`config.mk`:
```
export PLATFORM = sky130hd
export DESIGN_NAME = jesd204b_dl_rx_mlane
export DESIGN_NICKNAME = d
export VERILOG_FILES = /design/src/rtl/jesd204b_dl_rx_mlane.sv
export SDC_FILE = /design/constraint.sdc
export NUM_CORES = 2
export LEC_CHECK = 0
export ABC_AREA = 1
export CAP_MARGIN = 20
export CORE_AREA = 5 5 384 386
export CTS_CLUSTER_SIZE = 12
export DETAILED_ROUTE_END_ITERATION = 6
export DIE_AREA = 0 0 389 391
export HOLD_SLACK_MARGIN = 0.02
export PLACE_DENSITY = 0.77
export SKIP_CTS_REPAIR_TIMING = 1
export SLEW_MARGIN = 20
export SYNTH_ARGS = -nofsm -noshare
export SYNTH_HDL_FRONTEND = slang
export SYNTH_SLANG_ARGS = --single-unit
```
`constraint.sdc`:
```
create_clock -name clk -period 5.4 [get_ports clk]
set_input_delay 1.35 -clock clk [delete_from_list [all_inputs] [get_ports clk]]
set_output_delay 1.35 -clock clk [all_outputs]
set_load 0.03 [all_outputs]
```
`src/rtl/jesd204b_dl_rx_mlane.sv`:
```
// Multi-lane JESD204B receive data link: per-lane CGS FSM, 1-stage write path into per-lane
// elastic buffers, all lanes released together on LMFC. `JESD_DL_CHAR_REPLACE_EN adds /A/ /F/ replacement.
module jesd204b_dl_rx_mlane #(
    parameter int LANES          = 2,
    parameter int OCTETS_PER_CYC = 4,
    parameter int F              = 5,
    parameter int K              = 4,
    parameter int BUF_DEPTH      = 32
) (
    input  logic                              clk,
    input  logic                              reset,
    input  logic                              lmfc,
    input  logic                              scramble_en,
    input  logic [LANES*8*OCTETS_PER_CYC-1:0] in_data,
    input  logic [LANES*OCTETS_PER_CYC-1:0]   in_charisk,
    input  logic [LANES-1:0]                  in_valid,
    output logic [LANES*8*OCTETS_PER_CYC-1:0] out_data,
    output logic                              out_valid,
    output logic                              sync_n,
    output logic [LANES-1:0]                  buf_err
);
    localparam int W  = 8*OCTETS_PER_CYC;
    localparam int AW = $clog2(BUF_DEPTH);
    localparam int FW = $clog2(F+1);

    localparam logic [1:0] CGS_INIT  = 2'd0;
    localparam logic [1:0] CGS_CHECK = 2'd1;
    localparam logic [1:0] CGS_DATA  = 2'd2;

    logic [1:0]       state_q [LANES];
    logic [1:0]       state_d [LANES];
    logic [1:0]       vcnt_q  [LANES];
    logic [1:0]       vcnt_d  [LANES];
    logic [1:0]       icnt_q  [LANES];
    logic [1:0]       icnt_d  [LANES];
    logic [W-1:0]     proc_dat [LANES];
    logic [W-1:0]     s1_dat_q [LANES];
    logic [AW-1:0]    wr_ptr_q [LANES];
    logic [AW-1:0]    fill     [LANES];
    logic [W-1:0]     mem_q    [LANES][BUF_DEPTH];
    logic [AW-1:0]    rd_ptr_q;
    logic [LANES-1:0] init_d, all_k, start_now, wr_req, full_pre, wr_go;
    logic [LANES-1:0] started_q, s1_wen_q, ovf_q, buf_err_q;
    logic [W*LANES-1:0] out_data_q;
    logic             clear, release_q, out_valid_q, sync_n_q;

    // K only shapes the LMFC period upstream; scramble_en is only consumed by character replacement.
    logic unused_cfg;
    assign unused_cfg = ^{scramble_en, K[0]};

    always_comb begin
        for (int l = 0; l < LANES; l++) begin
            state_d[l] = state_q[l];
            vcnt_d[l]  = vcnt_q[l];
            icnt_d[l]  = icnt_q[l];
            all_k[l]   = 1'b1;
            for (int o = 0; o < OCTETS_PER_CYC; o++) begin
                if (!in_charisk[l*OCTETS_PER_CYC+o] ||
                    in_data[(l*OCTETS_PER_CYC+o)*8 +: 8] != 8'hBC)
                    all_k[l] = 1'b0;
            end
            case (state_q[l])
                CGS_INIT: begin
                    vcnt_d[l] = 2'd0;
                    icnt_d[l] = 2'd0;
                    if (in_valid[l] && all_k[l]) state_d[l] = CGS_CHECK;
                end
                CGS_CHECK: begin
                    if (in_valid[l]) begin
                        icnt_d[l] = 2'd0;
                        vcnt_d[l] = (vcnt_q[l] == 2'd3) ? 2'd0 : vcnt_q[l] + 2'd1;
                        if (vcnt_q[l] == 2'd3) state_d[l] = CGS_DATA;
                    end else begin
                        vcnt_d[l] = 2'd0;
                        icnt_d[l] = (icnt_q[l] == 2'd2) ? 2'd0 : icnt_q[l] + 2'd1;
                        if (icnt_q[l] == 2'd2) state_d[l] = CGS_INIT;
                    end
                end
                default: begin
                    // The dropping cycle is the first of the invalid run seen in CGS_CHECK.
                    vcnt_d[l] = 2'd0;
                    icnt_d[l] = in_valid[l] ? 2'd0 : 2'd1;
                    if (!in_valid[l]) state_d[l] = CGS_CHECK;
                end
            endcase
            init_d[l] = (state_d[l] == CGS_INIT);
        end
    end

    always_comb begin
        clear = |init_d;
        for (int l = 0; l < LANES; l++) begin
            start_now[l] = (state_q[l] != CGS_INIT) && !all_k[l] && !started_q[l];
            wr_req[l]    = !clear && (started_q[l] || start_now[l]);
            fill[l]      = wr_ptr_q[l] - rd_ptr_q;
            full_pre[l]  = !release_q && (fill[l] == AW'(BUF_DEPTH-1));
            wr_go[l]     = s1_wen_q[l] && !ovf_q[l] && !full_pre[l];
        end
    end

`ifdef JESD_DL_CHAR_REPLACE_EN
    logic [FW-1:0] fcnt_q [LANES];
    logic [FW-1:0] fcnt_d [LANES];
    logic [7:0]    held_q [LANES];
    logic [7:0]    held_d [LANES];

    always_comb begin
        logic [FW-1:0] pos;
        logic [7:0]    oct;
        pos = '0;
        oct = '0;
        for (int l = 0; l < LANES; l++) begin
            pos         = start_now[l] ? '0 : fcnt_q[l];
            held_d[l]   = held_q[l];
            proc_dat[l] = in_data[l*W +: W];
            for (int o = 0; o < OCTETS_PER_CYC; o++) begin
                oct = in_data[(l*OCTETS_PER_CYC+o)*8 +: 8];
                if (pos == FW'(F-1)) begin
                    if (!scramble_en && in_charisk[l*OCTETS_PER_CYC+o] &&
                        (oct == 8'h7C || oct == 8'hFC))
                        oct = held_d[l];
                    if (wr_req[l]) held_d[l] = oct;
                end
                proc_dat[l][o*8 +: 8] = oct;
                pos = (pos == FW'(F-1)) ? '0 : pos + 1'b1;
            end
            fcnt_d[l] = clear ? '0 : (wr_req[l] ? pos : fcnt_q[l]);
        end
    end

    always_ff @(posedge clk) begin
        for (int l = 0; l < LANES; l++) begin
            if (reset) begin
                fcnt_q[l] <= '0;
                held_q[l] <= 8'h00;
            end else begin
                fcnt_q[l] <= fcnt_d[l];
                held_q[l] <= held_d[l];
            end
        end
    end
`else
    always_comb begin
        for (int l = 0; l < LANES; l++) proc_dat[l] = in_data[l*W +: W];
    end
`endif

    always_ff @(posedge clk) begin
        if (reset) begin
            for (int l = 0; l < LANES; l++) begin
                state_q[l]  <= CGS_INIT;
                vcnt_q[l]   <= 2'd0;
                icnt_q[l]   <= 2'd0;
                s1_dat_q[l] <= '0;
                wr_ptr_q[l] <= '0;
            end
            s1_wen_q    <= '0;
            started_q   <= '0;
            ovf_q       <= '0;
            buf_err_q   <= '0;
            rd_ptr_q    <= '0;
            release_q   <= 1'b0;
            out_valid_q <= 1'b0;
            out_data_q  <= '1;
            sync_n_q    <= 1'b0;
        end else begin
            sync_n_q  <= ~|init_d;
            buf_err_q <= buf_err_q | full_pre;
            s1_wen_q  <= wr_req;
            for (int l = 0; l < LANES; l++) begin
                state_q[l]  <= state_d[l];
                vcnt_q[l]   <= vcnt_d[l];
                icnt_q[l]   <= icnt_d[l];
                s1_dat_q[l] <= proc_dat[l];
            end
            if (clear) begin
                for (int l = 0; l < LANES; l++) wr_ptr_q[l] <= '0;
                started_q   <= '0;
                ovf_q       <= '0;
                rd_ptr_q    <= '0;
                release_q   <= 1'b0;
                out_valid_q <= 1'b0;
            end else begin
                for (int l = 0; l < LANES; l++)
                    if (wr_go[l]) wr_ptr_q[l] <= wr_ptr_q[l] + 1'b1;
                started_q   <= started_q | start_now;
                ovf_q       <= ovf_q | full_pre;
                // started_q lags start by a clk, so an lmfc on the last start cycle is ignored.
                release_q   <= release_q | (&started_q & lmfc);
                out_valid_q <= release_q;
                if (release_q) begin
                    rd_ptr_q <= rd_ptr_q + 1'b1;
                    for (int l = 0; l < LANES; l++)
                        out_data_q[l*W +: W] <= mem_q[l][rd_ptr_q];
                end
            end
        end
    end

    always_ff @(posedge clk) begin
        for (int l = 0; l < LANES; l++)
            if (!reset && !clear && wr_go[l]) mem_q[l][wr_ptr_q[l]] <= s1_dat_q[l];
    end

    assign out_data  = out_data_q;
    assign out_valid = out_valid_q;
    assign sync_n    = sync_n_q;
    assign buf_err   = buf_err_q;

endmodule

```
==> flow_metrics.env <==
export IMPL_status="finished clean"
export IMPL_rows=139
export IMPL_vias_per_cell=6.20
export IMPL_timing_fmax_mhz=238
export IMPL_maxCapViolCount=0
export IMPL_area_delta_synth_final_pct=11.6
export IMPL_placed_cell_area_mm2=0.0922
export IMPL_ys_warn_count=0
export IMPL_grt_max_degree=246
export IMPL_synth_cells=7295
export IMPL_gp_congestion=0.853
export IMPL_leakage_nw=36.2
export IMPL_r2r_setup_slack_ns=1.28
export IMPL_h_tree_depth=4
export IMPL_syn_area_mm2=0.0883
export IMPL_yosysMostFrequentCell="edfxtp_1"
export IMPL_cellPowerDensity_mw_per_mm2=333
export IMPL_tightest_slew_ns=1.20
export IMPL_nFillCells=9416
export IMPL_setup_viol=0
export IMPL_placed_cells=9025
export IMPL_cts_max_path_buffers=3
export IMPL_crit_path_end_kind="register"
export IMPL_core_area_mm2=0.143
export IMPL_ys_seq_area_frac=0.735
export IMPL_die_x_um=389
export IMPL_crit_slowest_cell="clkdlybuf4s50_1"
export IMPL_grtUsageTotal=0.297
export IMPL_fin_skew_ns=0.0317
export IMPL_grt_pass1_vias=56687
export IMPL_async_flop_share=0
export IMPL_yosysTopAreaCell="edfxtp_1"
export IMPL_finalCritPeriodShare=0.778
export IMPL_initial_core_util=0.617
export IMPL_hp_class="reg2reg"
export IMPL_crit_path_frequent_cell="nand2_1"
export IMPL_multiInputGateArea_mm2=0.0211
export IMPL_cpPeakStageDelay_ns=0.59
export IMPL_period_needed_ns=4.20
export IMPL_cts_tree="yes"
export IMPL_clk_pin_slew_ns=0.06
export IMPL_root_buffer="clkbuf_16"
export IMPL_die_y_um=391
export IMPL_synth_area_leaders="edfxtp_1 (70%), nor2_1 (8.2%), o21ai_0 (3.7%)"
export IMPL_maxSlewHeadroom=0.201
export IMPL_overflow=0
export IMPL_crit_family="simple AND/OR/NAND/NOR gates"
export IMPL_synth_nets=7394
export IMPL_cts_made_buffers=214
export IMPL_pre_cts_ws_ns=0.377
export IMPL_ir_worst_vdd_mv=0.301
export IMPL_die_area_mm2=0.152
export IMPL_ant_nets=0
export IMPL_avgRoutedWirePerCell_um=24.4
export IMPL_drc_errors=0
export IMPL_firstDrtPassIters=6
export IMPL_crit_required_ns=5.92
export IMPL_clk_latency_ns=0.83
export IMPL_synth_distinct_cells=34
export IMPL_cp_start_kind="input pin"
export IMPL_critPathMaxFanout=16
export IMPL_synth_top_cell_area_share=0.700
export IMPL_ios=146
export IMPL_final_nets=7437
export IMPL_cp_arrival_ns=4.72
export IMPL_fin_ws_ns=1.20
export IMPL_path_buf_inv=3
export IMPL_final_area_mm2=0.0986
export IMPL_power_total_mw=32.8
export IMPL_synth_edff_count=2058
export IMPL_dr_first_iter_drc_count=8138
export IMPL_grt_pass1_wl_um=342000
export IMPL_final_cells=9406
export IMPL_hold_viol_final=0
export IMPL_cts_sinks=2214
export IMPL_vias=58309
export IMPL_utilization=0.689
export IMPL_antenna_found_initial=8
export IMPL_port_buffers=144
export IMPL_rsz0062_at_grt="no"
export IMPL_regArea_mm2=0.0650
export IMPL_whs_ns=0.415
export IMPL_dp_hpwl_um=126000
export IMPL_ys_seq_elements=2214
export IMPL_crit_chain="clkdlybuf4s50_1, nand2_1, nor2_1, nand2_1, nor2_1, nand4_1, nand2_1, nand2_1, nand2_4, nand4_1, buf_4, nor2_4, buf_12"
export IMPL_drt_wl_total_um=229000
export IMPL_drv_slew=0
export IMPL_drive_gt1_frac=0.0809
export IMPL_path_class="in2reg"
export IMPL_synthFlopType="edfxtp_1"
export IMPL_synth_commonest_cells="edfxtp_1 (2058), nor2_1 (1925), o21ai_0 (648)"
export IMPL_fin_tns_setup_ns=0
export IMPL_syn_avg_cell_area_um2=12.1
[worst register-to-register path, cell delays in order (launching register included)]
cell     delay (ns)
dfxtp_4        0.87
inv_8          0.43
fa_1           0.61
xnor2_1        0.16
nor2_1         0.06
nand3_1        0.09
nor2_1         0.08
nor2_1         0.33
nand4_1        0.14
buf_4          0.24
nor2_4         0.55
buf_12         0.25
[cell usage in the layout (no fill, tap or decap), drive strengths merged, types with 3 or more instances in the layout]
cell           Yosys  routed
o21ai           1032    1032
a21oi             10      10
nand4             75      75
a31oi              3       3
xnor2              3       3
edfxtp          2058    2058
or2               66      66
nor3              11      11
clkdlybuf4s50      0     143
xor2               8       8
clkbuf           268     338
nand3b             6       6
clkinv             1      29
buf              223     175
nor2            1926    1926
dfxtp            156     156
nor4               6       6
inv              112     117
ha                19      19
nand3            473     473
diode              0       9
o211ai           321     321
nand2            513     513
[state kept, by name, indices dropped and copies added, names as in the netlist, 2 cells and up]
register / count
vcnt_q: 4
buf_err: 2
icnt_q: 4
started_q: 2
mem_q: 2048
s1_wen_q: 2
rd_ptr_q: 5
wr_ptr_q: 10
state_q: 4
out_data: 64
s1_dat_q: 64
ovf_q: 2
[per-layer routing]
layer  global-route usage  vias up  part of all wire  wire (µm)
li1                     -    26081                 -          -
met3               0.0525      638              0.10      23900
met4                0.150        0             0.053      12100
met1                0.385    28104              0.36      81400
met2                0.488     3486              0.49     112000
met5                    0        -                 0          0
[layout make-up]
type | instances | area share
diodes | 9 | 0.000228
flip-flops and latches | 2214 | 0.659
repair buffers | 318 | 0.0336
clock inverters | 34 | 0.00268
well taps | 1903 | 0.0242
clock buffers | 338 | 0.0611
inverters | 113 | 0.00470
multi-input cells | 4477 | 0.214
[power by group]
group | internal, mW | switching (mW) | total [mW] | leakage, nW
combinational | 0.0674 | 0.116 | 0.183 | 10.5
clock | 7.64 | 6.07 | 13.7 | 3.03
sequential | 18.7 | 0.203 | 19.0 | 22.7
[path summary, 6_finish.rpt]
path                 from  cells past startpoint            end
min          icnt_q[0][1]                      1   icnt_q[0][1]
max reg2reg   rd_ptr_q[1]                     11  mem_q[0][797]
min reg2reg  icnt_q[0][1]                      1   icnt_q[0][1]
max           in_data[53]                     13  mem_q[0][797]
[cells by family after synthesis]
group | after synthesis | share of synthesized area
AOI/OAI and AO/OA | 1368 | 0.0868
adders and majority gates | 21 | 0.00315
and+or+nand+nor | 3077 | 0.142
buffers and inverters | 604 | 0.0314
xor gates and xnor gates | 11 | 0.00109
DFF | 2214 | 0.735
No activity file was read; power rests on OpenSTA's default activity.
